File: src/rtl/glitch_monitor.sv
// Measures trigger-rise to glitch-rise delay and glitch high time in clk cycles.
// Both inputs share one synchroniser depth, so their relative timing is exact.
module glitch_monitor #(
  parameter int          CNT_WIDTH      = 32,
  parameter logic [31:0] TIMEOUT_CYCLES = 32'd240_000_000,
  parameter int          SYNC_STAGES    = 2
) (
  input  logic                 clk,
  input  logic                 rst,
  input  logic                 arm,
  input  logic                 trigger,
  input  logic                 glitch,
  output logic                 busy,
  output logic                 done,
  output logic                 timeout,
  output logic [CNT_WIDTH-1:0] delay_cycles,
  output logic [CNT_WIDTH-1:0] width_cycles
);

  typedef enum logic [2:0] {IDLE, ARMED, DELAY, WIDTH, DONE} state_t;

  // The abort limit is clamped to the counter range so a saturated counter still times out.
  localparam logic [63:0]          CNT_MAX    = (64'd1 << CNT_WIDTH) - 64'd1;
  localparam logic [63:0]          LIMIT_WIDE = ({32'd0, TIMEOUT_CYCLES} > CNT_MAX) ?
                                                CNT_MAX : {32'd0, TIMEOUT_CYCLES};
  localparam logic [CNT_WIDTH-1:0] LIMIT      = LIMIT_WIDE[CNT_WIDTH-1:0];
  localparam logic [CNT_WIDTH-1:0] ALL_ONES   = {CNT_WIDTH{1'b1}};
  localparam logic [CNT_WIDTH-1:0] ZERO       = {CNT_WIDTH{1'b0}};
  localparam logic [CNT_WIDTH-1:0] ONE        = {{(CNT_WIDTH-1){1'b0}}, 1'b1};

  state_t                 state, state_next;
  logic [CNT_WIDTH-1:0]   cnt, cnt_next, cnt_inc;
  logic [CNT_WIDTH-1:0]   delay_next, width_next;
  logic                   timeout_next;

  logic [SYNC_STAGES-1:0] trig_sync, glitch_sync;
  logic                   trig_prev, glitch_prev;
  logic                   trig_rise, glitch_rise, glitch_fall;

  always_ff @(posedge clk or posedge rst) begin
    if (rst) begin
      trig_sync   <= '0;
      glitch_sync <= '0;
      trig_prev   <= 1'b0;
      glitch_prev <= 1'b0;
      trig_rise   <= 1'b0;
      glitch_rise <= 1'b0;
      glitch_fall <= 1'b0;
    end else begin
      trig_sync   <= {trig_sync[SYNC_STAGES-2:0], trigger};
      glitch_sync <= {glitch_sync[SYNC_STAGES-2:0], glitch};
      trig_prev   <= trig_sync[SYNC_STAGES-1];
      glitch_prev <= glitch_sync[SYNC_STAGES-1];
      trig_rise   <= trig_sync[SYNC_STAGES-1] & ~trig_prev;
      glitch_rise <= glitch_sync[SYNC_STAGES-1] & ~glitch_prev;
      glitch_fall <= ~glitch_sync[SYNC_STAGES-1] & glitch_prev;
    end
  end

  always_ff @(posedge clk or posedge rst) begin
    if (rst) begin
      state        <= IDLE;
      cnt          <= ZERO;
      delay_cycles <= ZERO;
      width_cycles <= ZERO;
      timeout      <= 1'b0;
    end else begin
      state        <= state_next;
      cnt          <= cnt_next;
      delay_cycles <= delay_next;
      width_cycles <= width_next;
      timeout      <= timeout_next;
    end
  end

  assign cnt_inc = (cnt == ALL_ONES) ? cnt : cnt + ONE;

  // Entering DELAY or WIDTH loads 1, so a latched count equals the strobe-to-strobe distance.
  always_comb begin
    state_next   = state;
    cnt_next     = cnt;
    delay_next   = delay_cycles;
    width_next   = width_cycles;
    timeout_next = timeout;
    case (state)
      IDLE: ;
      ARMED: begin
        if (trig_rise && glitch_rise) begin
          state_next = WIDTH;
          delay_next = ZERO;
          cnt_next   = ONE;
        end else if (trig_rise) begin
          state_next = DELAY;
          cnt_next   = ONE;
        end else if (cnt >= LIMIT) begin
          state_next   = DONE;
          timeout_next = 1'b1;
          delay_next   = ALL_ONES;
        end else begin
          cnt_next = cnt_inc;
        end
      end
      DELAY: begin
        if (glitch_rise) begin
          state_next = WIDTH;
          delay_next = cnt;
          cnt_next   = ONE;
        end else if (cnt >= LIMIT) begin
          state_next   = DONE;
          timeout_next = 1'b1;
          delay_next   = ALL_ONES;
        end else begin
          cnt_next = cnt_inc;
        end
      end
      WIDTH: begin
        if (glitch_fall) begin
          state_next = DONE;
          width_next = cnt;
        end else if (cnt >= LIMIT) begin
          state_next   = DONE;
          timeout_next = 1'b1;
          width_next   = ALL_ONES;
        end else begin
          cnt_next = cnt_inc;
        end
      end
      DONE: ;
      default: state_next = IDLE;
    endcase
    // arm overrides any edge seen in the same cycle and restarts from a clean slate.
    if (arm) begin
      state_next   = ARMED;
      cnt_next     = ZERO;
      delay_next   = ZERO;
      width_next   = ZERO;
      timeout_next = 1'b0;
    end
  end

  assign busy = (state == ARMED) || (state == DELAY) || (state == WIDTH);
  assign done = (state == DONE);

endmodule

File: config.mk
export PLATFORM = sky130hd
export DESIGN_NAME = glitch_monitor
export DESIGN_NICKNAME = d
export VERILOG_FILES = /design/src/rtl/glitch_monitor.sv
export SDC_FILE = /design/constraint.sdc
export NUM_CORES = 1
export LEC_CHECK = 0
export ABC_AREA = 1
export CORE_MARGIN = 1
export CORE_UTILIZATION = 35
export CTS_BUF_LIST = sky130_fd_sc_hd__clkbuf_16
export DETAILED_ROUTE_END_ITERATION = 16
export GPL_ROUTABILITY_DRIVEN = 1
export PLACE_DENSITY = 0.62
export SLEW_MARGIN = 20
export SYNTH_ARGS = -nofsm -noshare
export SYNTH_HDL_FRONTEND = slang
export SYNTH_SLANG_ARGS = --single-unit
File: constraint.sdc
create_clock -name clk -period 4.36 [get_ports clk]
set_input_delay 0.436 -clock clk [delete_from_list [all_inputs] [get_ports clk]]
set_output_delay 0.436 -clock clk [all_outputs]
set_load 0.02 [all_outputs]
; ---- Yosys cells after proc, flatten, opt, wreduce, memory -nomap -nowiden
; Index checks and enable logic that the tools add are counted.
[totals]
register_bits = 109
in_bits = 5
output_inout_bits = 67
word_cells = 76
[classes]
n_addsub = 1
order_cmp = 1
n_eq_ne = 11
mux = 32
n_bitwise = 6
reduce_logical = 13
[op_table]
columns = op, count
row1 = 32-bit 2-to-1 mux, 16
row2 = 32-bit one-hot mux with 3 select lines, 1
row3 = 32-bit one-hot mux with 2 select lines, 1
row4 = 32-bit by 1-bit adder with 32-bit output (second input constant), 1
row5 = 32-bit equality test (second input constant), 1
row6 = 32-bit by 28-bit greater-or-equal comparator with 1-bit output (second input constant), 1
row7 = 3-bit 2-to-1 mux, 6
row8 = 3-bit != test (second input constant), 4
row9 = 3-bit one-hot mux with 4 select lines, 1
row10 = 3-bit by 2-bit equality test with 1-bit output (second input constant), 2
row11 = 1-bit 2-to-1 mux, 6
row12 = 2-bit AND reduction, 3
row13 = 3-bit nonzero test, 2
row14 = 5-bit AND reduction, 1
row15 = 4-bit != test (second input constant), 1
row16 = 4-bit nonzero test, 1
row17 = 1-bit AND, 3
row18 = 3-bit by 1-bit equality test with 1-bit output (second input constant), 1
row19 = 3-bit equality test (second input constant), 1
row20 = 3-bit logical NOT, 1
row21 = 1-bit NOT, 3
row22 = 1-bit one-hot mux with 3 select lines, 1
row23 = 1-bit logical OR, 2
row24 = 2-bit by 1-bit != test with 1-bit output (second input constant), 1
row25 = 3 further kinds, 3

; ---- Logic depth before layout (Yosys ltp)
; Gate-level depths: netlist of run 1.
[depth]
depth_word = 7
ltp_mapped = 13
depth_no_buf = 12

; ---- Least setup slack after synthesis of run 1
; Ideal clock, no wire load.
[synth_timing]
kind = reg-to-reg
startpoint = register cnt[0]
endpoint = register cnt[22]
setup_ns = 0.121
t_arrival_ns = 1.563
required_ns = 4.239
setup_slack_ns = 2.677
path_stages_with_launch = 11
path_buffers = 0
synth_period_minus_slack_ns = 1.683
cell_sequence = dfrtp_1 -> ha_1 -> nand2_1 -> nor2_1 -> nand2_1 -> inv_1 -> nand2_1 -> nor2_1 -> nand3_1 -> nor3_1 -> nor2_1
[synth_via]
elab_chain_len = 7
elab_cells_between_ends = 11
classes_between = add/sub (1) / order compare (1) / eq/ne (1) / mux (8)
[synth_lines]
columns = item, line
row1 = "start, declared", 32  ; logic [CNT_WIDTH-1:0] cnt, cnt_next, cnt_inc;
row2 = "start signal, assigned", 69  ; cnt <= cnt_next;
row3 = 32-bit by 1-bit adder with 32-bit output or 32-bit equality test (tied branches), 76  ; assign cnt_inc = (cnt == ALL_ONES) ? cnt : cnt + ONE;
row4 = 32-bit 2-to-1 mux, 76
row5 = 32-bit 2-to-1 mux (*), "95, 108, 120"
row6 = 32-bit 2-to-1 mux, 92  ; end else if (trig_rise) begin
row7 = 32-bit 2-to-1 mux, 88  ; if (trig_rise && glitch_rise) begin
row8 = 32-bit one-hot mux with 3 select lines (*), 85  ; case (state)
row9 = 32-bit 2-to-1 mux (*), 132  ; if (arm) begin
; Mark *: on every way between the ends. The rest lies on a longest branch, timed or not. The select of a mux whose other input is x is not followed.
; A chain may end at the register's enable or synchronous reset.

; ---- Final worst setup path of run 1
[layout_timing]
startpoint = register cnt[17]
endpoint = register cnt[23]
; Same word-level chain as after synthesis.

==> results of run 1 <==
==> through the flow <==
| stage | hold WS [ps] | cells |
|---|---|---|
| 4_1_cts | 351 | 1149 |
| 3_5_place_dp | 335 | 1133 |
| 2_1_floorplan | 331 | 869 |
| 5_1_grt | 357 | 1149 |
| 6_report | 351 | 1149 |
| 3_3_place_gp | 334 | 1133 |
==> flip-flops by register name, indices dropped and copies added, names as in the netlist <==
name and count:
cnt 32, delay_cycles 32, width_cycles 32, state 3, glitch_sync 2, trig_sync 2, glitch_fall 1, glitch_prev 1
glitch_rise 1, timeout 1, trig_prev 1, trig_rise 1
==> area by class of cell <==
class                      instances  area (sq um)
clock buffer                       9           225
clock inverter                     7           120
fill                            1752          9460
inverter                         103           389
multi-input combinational        620          2720
sequential                       109          2730
tap                              220           275
timing repair buffer              81           786
==> per-layer routing <==
| metal | up-vias | global-route usage | part of all wire |
|---|---|---|---|
| met1 | 2593 | 0.278 | 0.48 |
| li1 | 2832 | - | - |
| met2 | 144 | 0.297 | 0.45 |
| met5 | - | 0 | 0 |
| met4 | 0 | 0.0688 | 0.018 |
| met3 | 17 | 0.0251 | 0.050 |
==> cell usage in the layout (no fill, tap or decap) <==
cell	n
a21boi_1	1
a21boi_4	1
a21oi_1	17
a21oi_2	1
a31oi_1	2
a32oi_1	1
and2_1	1
buf_4	10
bufinv_16	3
clkbuf_16	9
clkdlybuf4s50_1	71
clkinv_2	1
clkinvlp_4	1
dfrtp_1	109
ha_1	2
inv_1	89
inv_2	13
inv_4	1
inv_6	2
nand2_1	363
nand2_2	1
nand3_1	84
nand4_1	12
nor2_1	54
nor2_4	4
nor3_1	13
nor3_2	1
nor4_1	1
o211ai_1	3
o21ai_0	45
o21ai_1	3
o21ai_2	1
o22ai_1	3
o31ai_1	1
o31ai_4	1
or2_1	1
xor2_1	3
==> final timing paths <==
| path | from | to | slack, ps | depth (start not counted) |
|---|---|---|---|---|
| hold reg to reg | glitch_sync[0]$_DFF_PP0_ | glitch_sync[1]$_DFF_PP0_ | 350 | 0 |
| setup / recovery | cnt[17]$_DFFE_PP0P_ | cnt[23]$_DFFE_PP0P_ | 1720 | 13 |
| hold / removal | glitch_sync[0]$_DFF_PP0_ | glitch_sync[1]$_DFF_PP0_ | 350 | 0 |
| max in group asynchronous | rst | width_cycles[18]$_DFFE_PP0P_ | 2990 | 3 |
| min in group asynchronous | rst | width_cycles[5]$_DFFE_PP0P_ | 510 | 2 |
| setup reg to reg | cnt[17]$_DFFE_PP0P_ | cnt[23]$_DFFE_PP0P_ | 1720 | 13 |
==> cell families (layout without fill, tap and decap cells) <==
group | count (synthesis) | after routing | synth area share
AOI/OAI and AO/OA | 80 | 80 | 0.0742
DFF | 109 | 109 | 0.452
xor gates and xnor gates | 3 | 3 | 0.00435
buffers and inverters | 140 | 200 | 0.100
adders and majority gates | 2 | 2 | 0.00414
and+or+nand+nor | 535 | 535 | 0.365
==> where the power goes <==
group	leakage, nW	switching [mW]	internal [mW]
Combinational	1.94	0.153	0.0453
Clock	0.166	0.395	0.565
Sequential	1.50	0.0121	1.02
Total	3.60	0.560	1.63
==> worst register-to-register path: cells and delay by family, from the launching register on <==
family	cells	cell delay (ps)
AND/OR/NAND/NOR	11	1260
buffers and inverters	2	830
flip-flops	1	450
==> cell usage after synthesis (all sizes together) (12+ instances only) <==
library cell / n
nand4: 12
dfrtp: 109
nor2: 58
buf: 19
a21oi: 18
o21ai: 49
nor3: 14
nand2: 364
clkbuf: 18
inv: 103
nand3: 84
==> impl_metrics.py, run 1 <==
metrics = {
    "outcome": {
        "status": "complete, no violations",
    },
    "sta": {
        "setup-violations-final": 0,
        "timing.final.crit_period_ps": 2640,
        "maxSlewViolCount": 0,
        "rsz0062_at_grt": "no",
        "hold_viol": 0,
        "worst_slew_pin_slew_ps": 791,
        "tns_ps": 0,
        "max_freq_mhz": 378,
        "final.setup_skew_ps": 10.3,
        "fin_ws_ps": 1720,
        "finalCritPeriodShare": 0.606,
        "slew_headroom": 0.471,
    },
    "critical_path": {
        "crit_required_ps": 4610,
        "crit_family": "simple AND/OR/NAND/NOR gates",
        "path_class": "register to register",
        "crit_path_frequent_cell": "nand2_1",
        "cp_slowest_stage_delay_ps": 580,
        "cp.arrival_ps": 2890,
        "crit_buf_inv": 2,
        "setup.worst_path.end_class": "register",
        "cpMaxStageDelayCell": "buf_4",
        "crit_fanout": 67,
        "worstPathCellList": "inv_1, nor2_1, nand2_1, nor2_1, nand3_1, nand2_1, nor2_4, buf_4, nand2_1, nor2_1, nand2_1, nand2_1, nand2_1",
        "start_kind": "register",
    },
    "power_and_ir_drop": {
        "power_mw": 2.19,
        "p_per_area_mw_per_mm2": 303,
        "ir_worst_vdd_uv": 218,
        "p_leak_nw": 3.60,
    },
    "grt": {
        "grt_max_degree": 68,
        "grt-ovfl-total": 0,
        "grt_pass1_wl_um": 27100,
        "grt_pass1_vias": 5176,
        "grt_antenna_before_repair": 0,
        "grtUsageTotal": 0.193,
    },
    "synth": {
        "yosys_warnings": 0,
        "avgSynthCellArea_sq_um": 6.95,
        "synthTopCellsByArea": "dfrtp_1, nand2_1, nand3_1, inv_1, o21ai_0",
        "ys_seq_area_frac": 0.452,
        "synth_area_sq_mm": 0.00604,
        "ys.flop_type": "dfrtp_1",
        "async_flop_share": 1.00,
        "yosys.area.top_type": "dfrtp_1",
        "ys_types": 32,
        "synth_seq_cells": 109,
        "syn_nets": 876,
        "synth_edf_count": 0,
        "yosysTopAreaCellShare": 0.452,
        "netlist_instances": 869,
    },
    "placed_design": {
        "gp_congestion": 0.908,
        "placed_cell_area_sq_mm": 0.00690,
        "io_buffers": 71,
        "dp_slack_ps": 1590,
        "hpwl_um": 11100,
    },
    "drt": {
        "wl_per_cell_um": 14.1,
        "num_vias": 5586,
        "routed_wl_um": 16200,
        "drt_first_iter_violations": 486,
        "drcViolationCount": 0,
        "drt_pass1_iterations": 7,
        "routed_via_density": 4.86,
        "ant_nets": 0,
    },
    "die": {
        "initial_core_util": 0.361,
        "ios": 72,
        "rows": 47,
        "fp.dieArea_sq_mm": 0.0178,
        "die_height_um": 133,
        "fp.dieW_um": 133,
        "core_area_sq_mm": 0.0167,
    },
    "clock_network": {
        "cts_hold_buffers": 0,
        "postCtsSetupBuffers": 0,
        "htree_levels": 3,
        "cts_max_path_buffers": 2,
        "cts_tree": "built",
        "numCtsBuffers": 9,
        "clk_latency_ps": 360,
        "cts_root_buf": "clkbuf_16",
        "cts_resized": 0,
        "clock-sinks": 109,
        "clk_pin_slew_ps": 80,
    },
    "run": {
        "maxCapViolations": 0,
    },
    "finish": {
        "final_nets": 931,
        "area_growth_pct": 19.9,
        "diodes": 0,
        "drive_gt1_frac": 0.0538,
        "post-route-cell-area_sq_mm": 0.00724,
        "final_core_util": 0.434,
    },
    "hold_path": {
        "worstHoldPathType": "register to register",
    },
}
(Power assumes the default switching activity.)
==> run 2: changes to the inputs <==
--- a/config.mk
+++ b/config.mk
@@ -11,7 +11,7 @@
 export CTS_BUF_LIST = sky130_fd_sc_hd__clkbuf_16
 export DETAILED_ROUTE_END_ITERATION = 16
 export GPL_ROUTABILITY_DRIVEN = 1
-export PLACE_DENSITY = 0.62
+export PLACE_DENSITY = 0.64
 export SLEW_MARGIN = 20
 export SYNTH_ARGS = -nofsm -noshare
 export SYNTH_HDL_FRONTEND = slang
==> constraint.sdc (replaced) <==
create_clock -name clk -period 2.31 [get_ports clk]
set_input_delay 0.231 -clock clk [delete_from_list [all_inputs] [get_ports clk]]
set_output_delay 0.231 -clock clk [all_outputs]
set_load 0.02 [all_outputs]
==> run 2 against run 1 <==
  * Critical path type unchanged
  * Worst setup slack got worse by 1400 ps
  * Routed wire length up 0.41%
  * Power is 72% higher
  * Sequential share of layout area shrank 0.60 points
  * Non-clock buffer count increased by 20
==> impl_metrics.py, run 2 (same netlist as run 1, synthesis figures left out) <==
metrics = {
    "outcome": {
        "status": "complete, no violations",
    },
    "sta": {
        "rsz0062_at_grt": "no",
        "maxSlewViolCount": 0,
        "tns_ps": 0,
        "hold_ws_ps": 221,
        "hold_viol": 0,
        "max_freq_mhz": 491,
        "worst_slew_pin_slew_ps": 406,
        "finalCritPeriodShare": 0.882,
        "timing.final.crit_period_ps": 2040,
        "setup-violations-final": 0,
        "final.setup_skew_ps": 11.5,
        "slew_headroom": 0.729,
    },
    "power_and_ir_drop": {
        "p_leak_nw": 3.68,
        "p_per_area_mw_per_mm2": 513,
        "ir_worst_vdd_uv": 344,
    },
    "critical_path": {
        "crit_family": "simple AND/OR/NAND/NOR gates",
        "crit_buf_inv": 2,
        "path_class": "register to register",
        "worstPathCellList": "nand2_1, inv_1, nand2_1, nor2_1, nand3_1, nand2_1, nor2_4, buf_4, nand3_1, nor3_1, nor2_1",
        "setup.worst_path.end_class": "register",
        "start_kind": "register",
        "cpMaxStageDelayCell": "dfrtp_1",
        "cp.arrival_ps": 2280,
        "cp_slowest_stage_delay_ps": 440,
        "reg2reg_setup_slack_ps": 270,
        "crit_path_frequent_cell": "nand2_1",
        "crit_required_ps": 2560,
        "crit_fanout": 26,
    },
    "finish": {
        "area_growth_pct": 21.9,
        "final_nets": 951,
        "top_regs": "cnt x32, delay_cycles x32, width_cycles x32",
        "fillers": 1759,
        "layout_commonest_cell": "nand2_1",
        "final_cell_mix": "nand2_1, dfrtp_1, inv_1",
        "drive_gt1_frac": 0.0685,
        "diodes": 0,
    },
    "die": {
        "die_height_um": 133,
        "fp.dieW_um": 133,
        "fp.dieArea_sq_mm": 0.0178,
        "core_area_sq_mm": 0.0167,
        "initial_core_util": 0.361,
        "rows": 47,
        "ios": 72,
    },
    "grt": {
        "grt_use_met2": 0.292,
        "grt_antenna_before_repair": 0,
        "grtUsageTotal": 0.192,
        "grt_pass1_wl_um": 27000,
        "grt.busiest_layer": "met2",
        "grt-ovfl-total": 0,
        "grt_max_degree": 52,
        "grt_pass1_vias": 5181,
        "met3_usage": 0.0396,
        "grt_use_met1": 0.275,
    },
    "placed_design": {
        "gp_congestion": 0.930,
        "hpwl_um": 11500,
        "io_buffers": 71,
    },
    "clock_network": {
        "cts_hold_buffers": 0,
        "numCtsBuffers": 9,
        "htree_levels": 3,
        "cts_tree": "built",
        "clk_pin_slew_ps": 70,
        "cts_max_path_buffers": 2,
        "postCtsSetupBuffers": 0,
        "clk_latency_ps": 360,
        "cts_resized": 0,
        "cts_root_buf": "clkbuf_16",
        "clock-sinks": 109,
    },
    "drt": {
        "drt_first_iter_violations": 426,
        "ant_nets": 0,
        "drcViolationCount": 0,
        "drt_pass1_iterations": 5,
        "routed_wl_um": 16200,
        "routed_via_density": 4.85,
        "wl_per_cell_um": 13.9,
        "num_vias": 5666,
    },
    "hold_path": {
        "worstHoldPathType": "primary input to asynchronous set/reset pin",
    },
    "run": {
        "maxCapViolations": 0,
    },
}
run 2: stage by stage:
stage / worst slack [ps] / std cells / area [sq um] / util / power, mW
2_1_floorplan: 627 / 869 / 6040 / - / 2.25
3_3_place_gp: 328 / 1153 / 7100 / 0.425 / 2.40
6_report: 272 / 1169 / 7360 / 0.441 / 3.78
5_1_grt: 52.6 / 1169 / 7360 / 0.441 / 3.97
3_5_place_dp: 291 / 1153 / 7100 / 0.425 / 2.40
4_1_cts: 266 / 1169 / 7360 / 0.441 / 3.84
run 2: path summary, 6_finish.rpt:
| kind | end | startpoint | cells past startpoint |
|---|---|---|---|
| worst max-delay path | cnt[22]$_DFFE_PP0P_ | cnt[19]$_DFFE_PP0P_ | 11 |
| worst min-delay path | width_cycles[0]$_DFFE_PP0P_ | rst | 2 |
| worst max register to register | cnt[22]$_DFFE_PP0P_ | cnt[19]$_DFFE_PP0P_ | 11 |
| worst min register to register | glitch_sync[1]$_DFF_PP0_ | glitch_sync[0]$_DFF_PP0_ | 0 |
| max in group asynchronous | width_cycles[18]$_DFFE_PP0P_ | rst | 3 |
| min in group clk | glitch_sync[0]$_DFF_PP0_ | glitch | 1 |
run 2: metal layers:
metal | share of wire | up-vias
met5 | 0 | -
met2 | 0.45 | 161
met1 | 0.48 | 2621
met4 | 0.015 | 0
li1 | - | 2865
met3 | 0.055 | 19
run 2: where the power goes:
part | total (mW) | switching, mW | internal, mW | leakage, nW
sequential | 1.95 | 0.0193 | 1.93 | 1.50
combinational | 0.417 | 0.302 | 0.115 | 2.05
clock | 1.41 | 0.698 | 0.715 | 0.131
total | 3.78 | 1.02 | 2.76 | 3.68
run 2: area by class of cell:
type,count,area (sq um),area share
Inverter,103,390,0.0531
Sequential cell,109,2730,0.371
Clock inverter,7,35.0,0.00476
Timing Repair Buffer,101,986,0.134
Tap cell,220,275,0.0374
Multi-Input combinational cell,620,2720,0.369
Clock buffer,9,225,0.0306
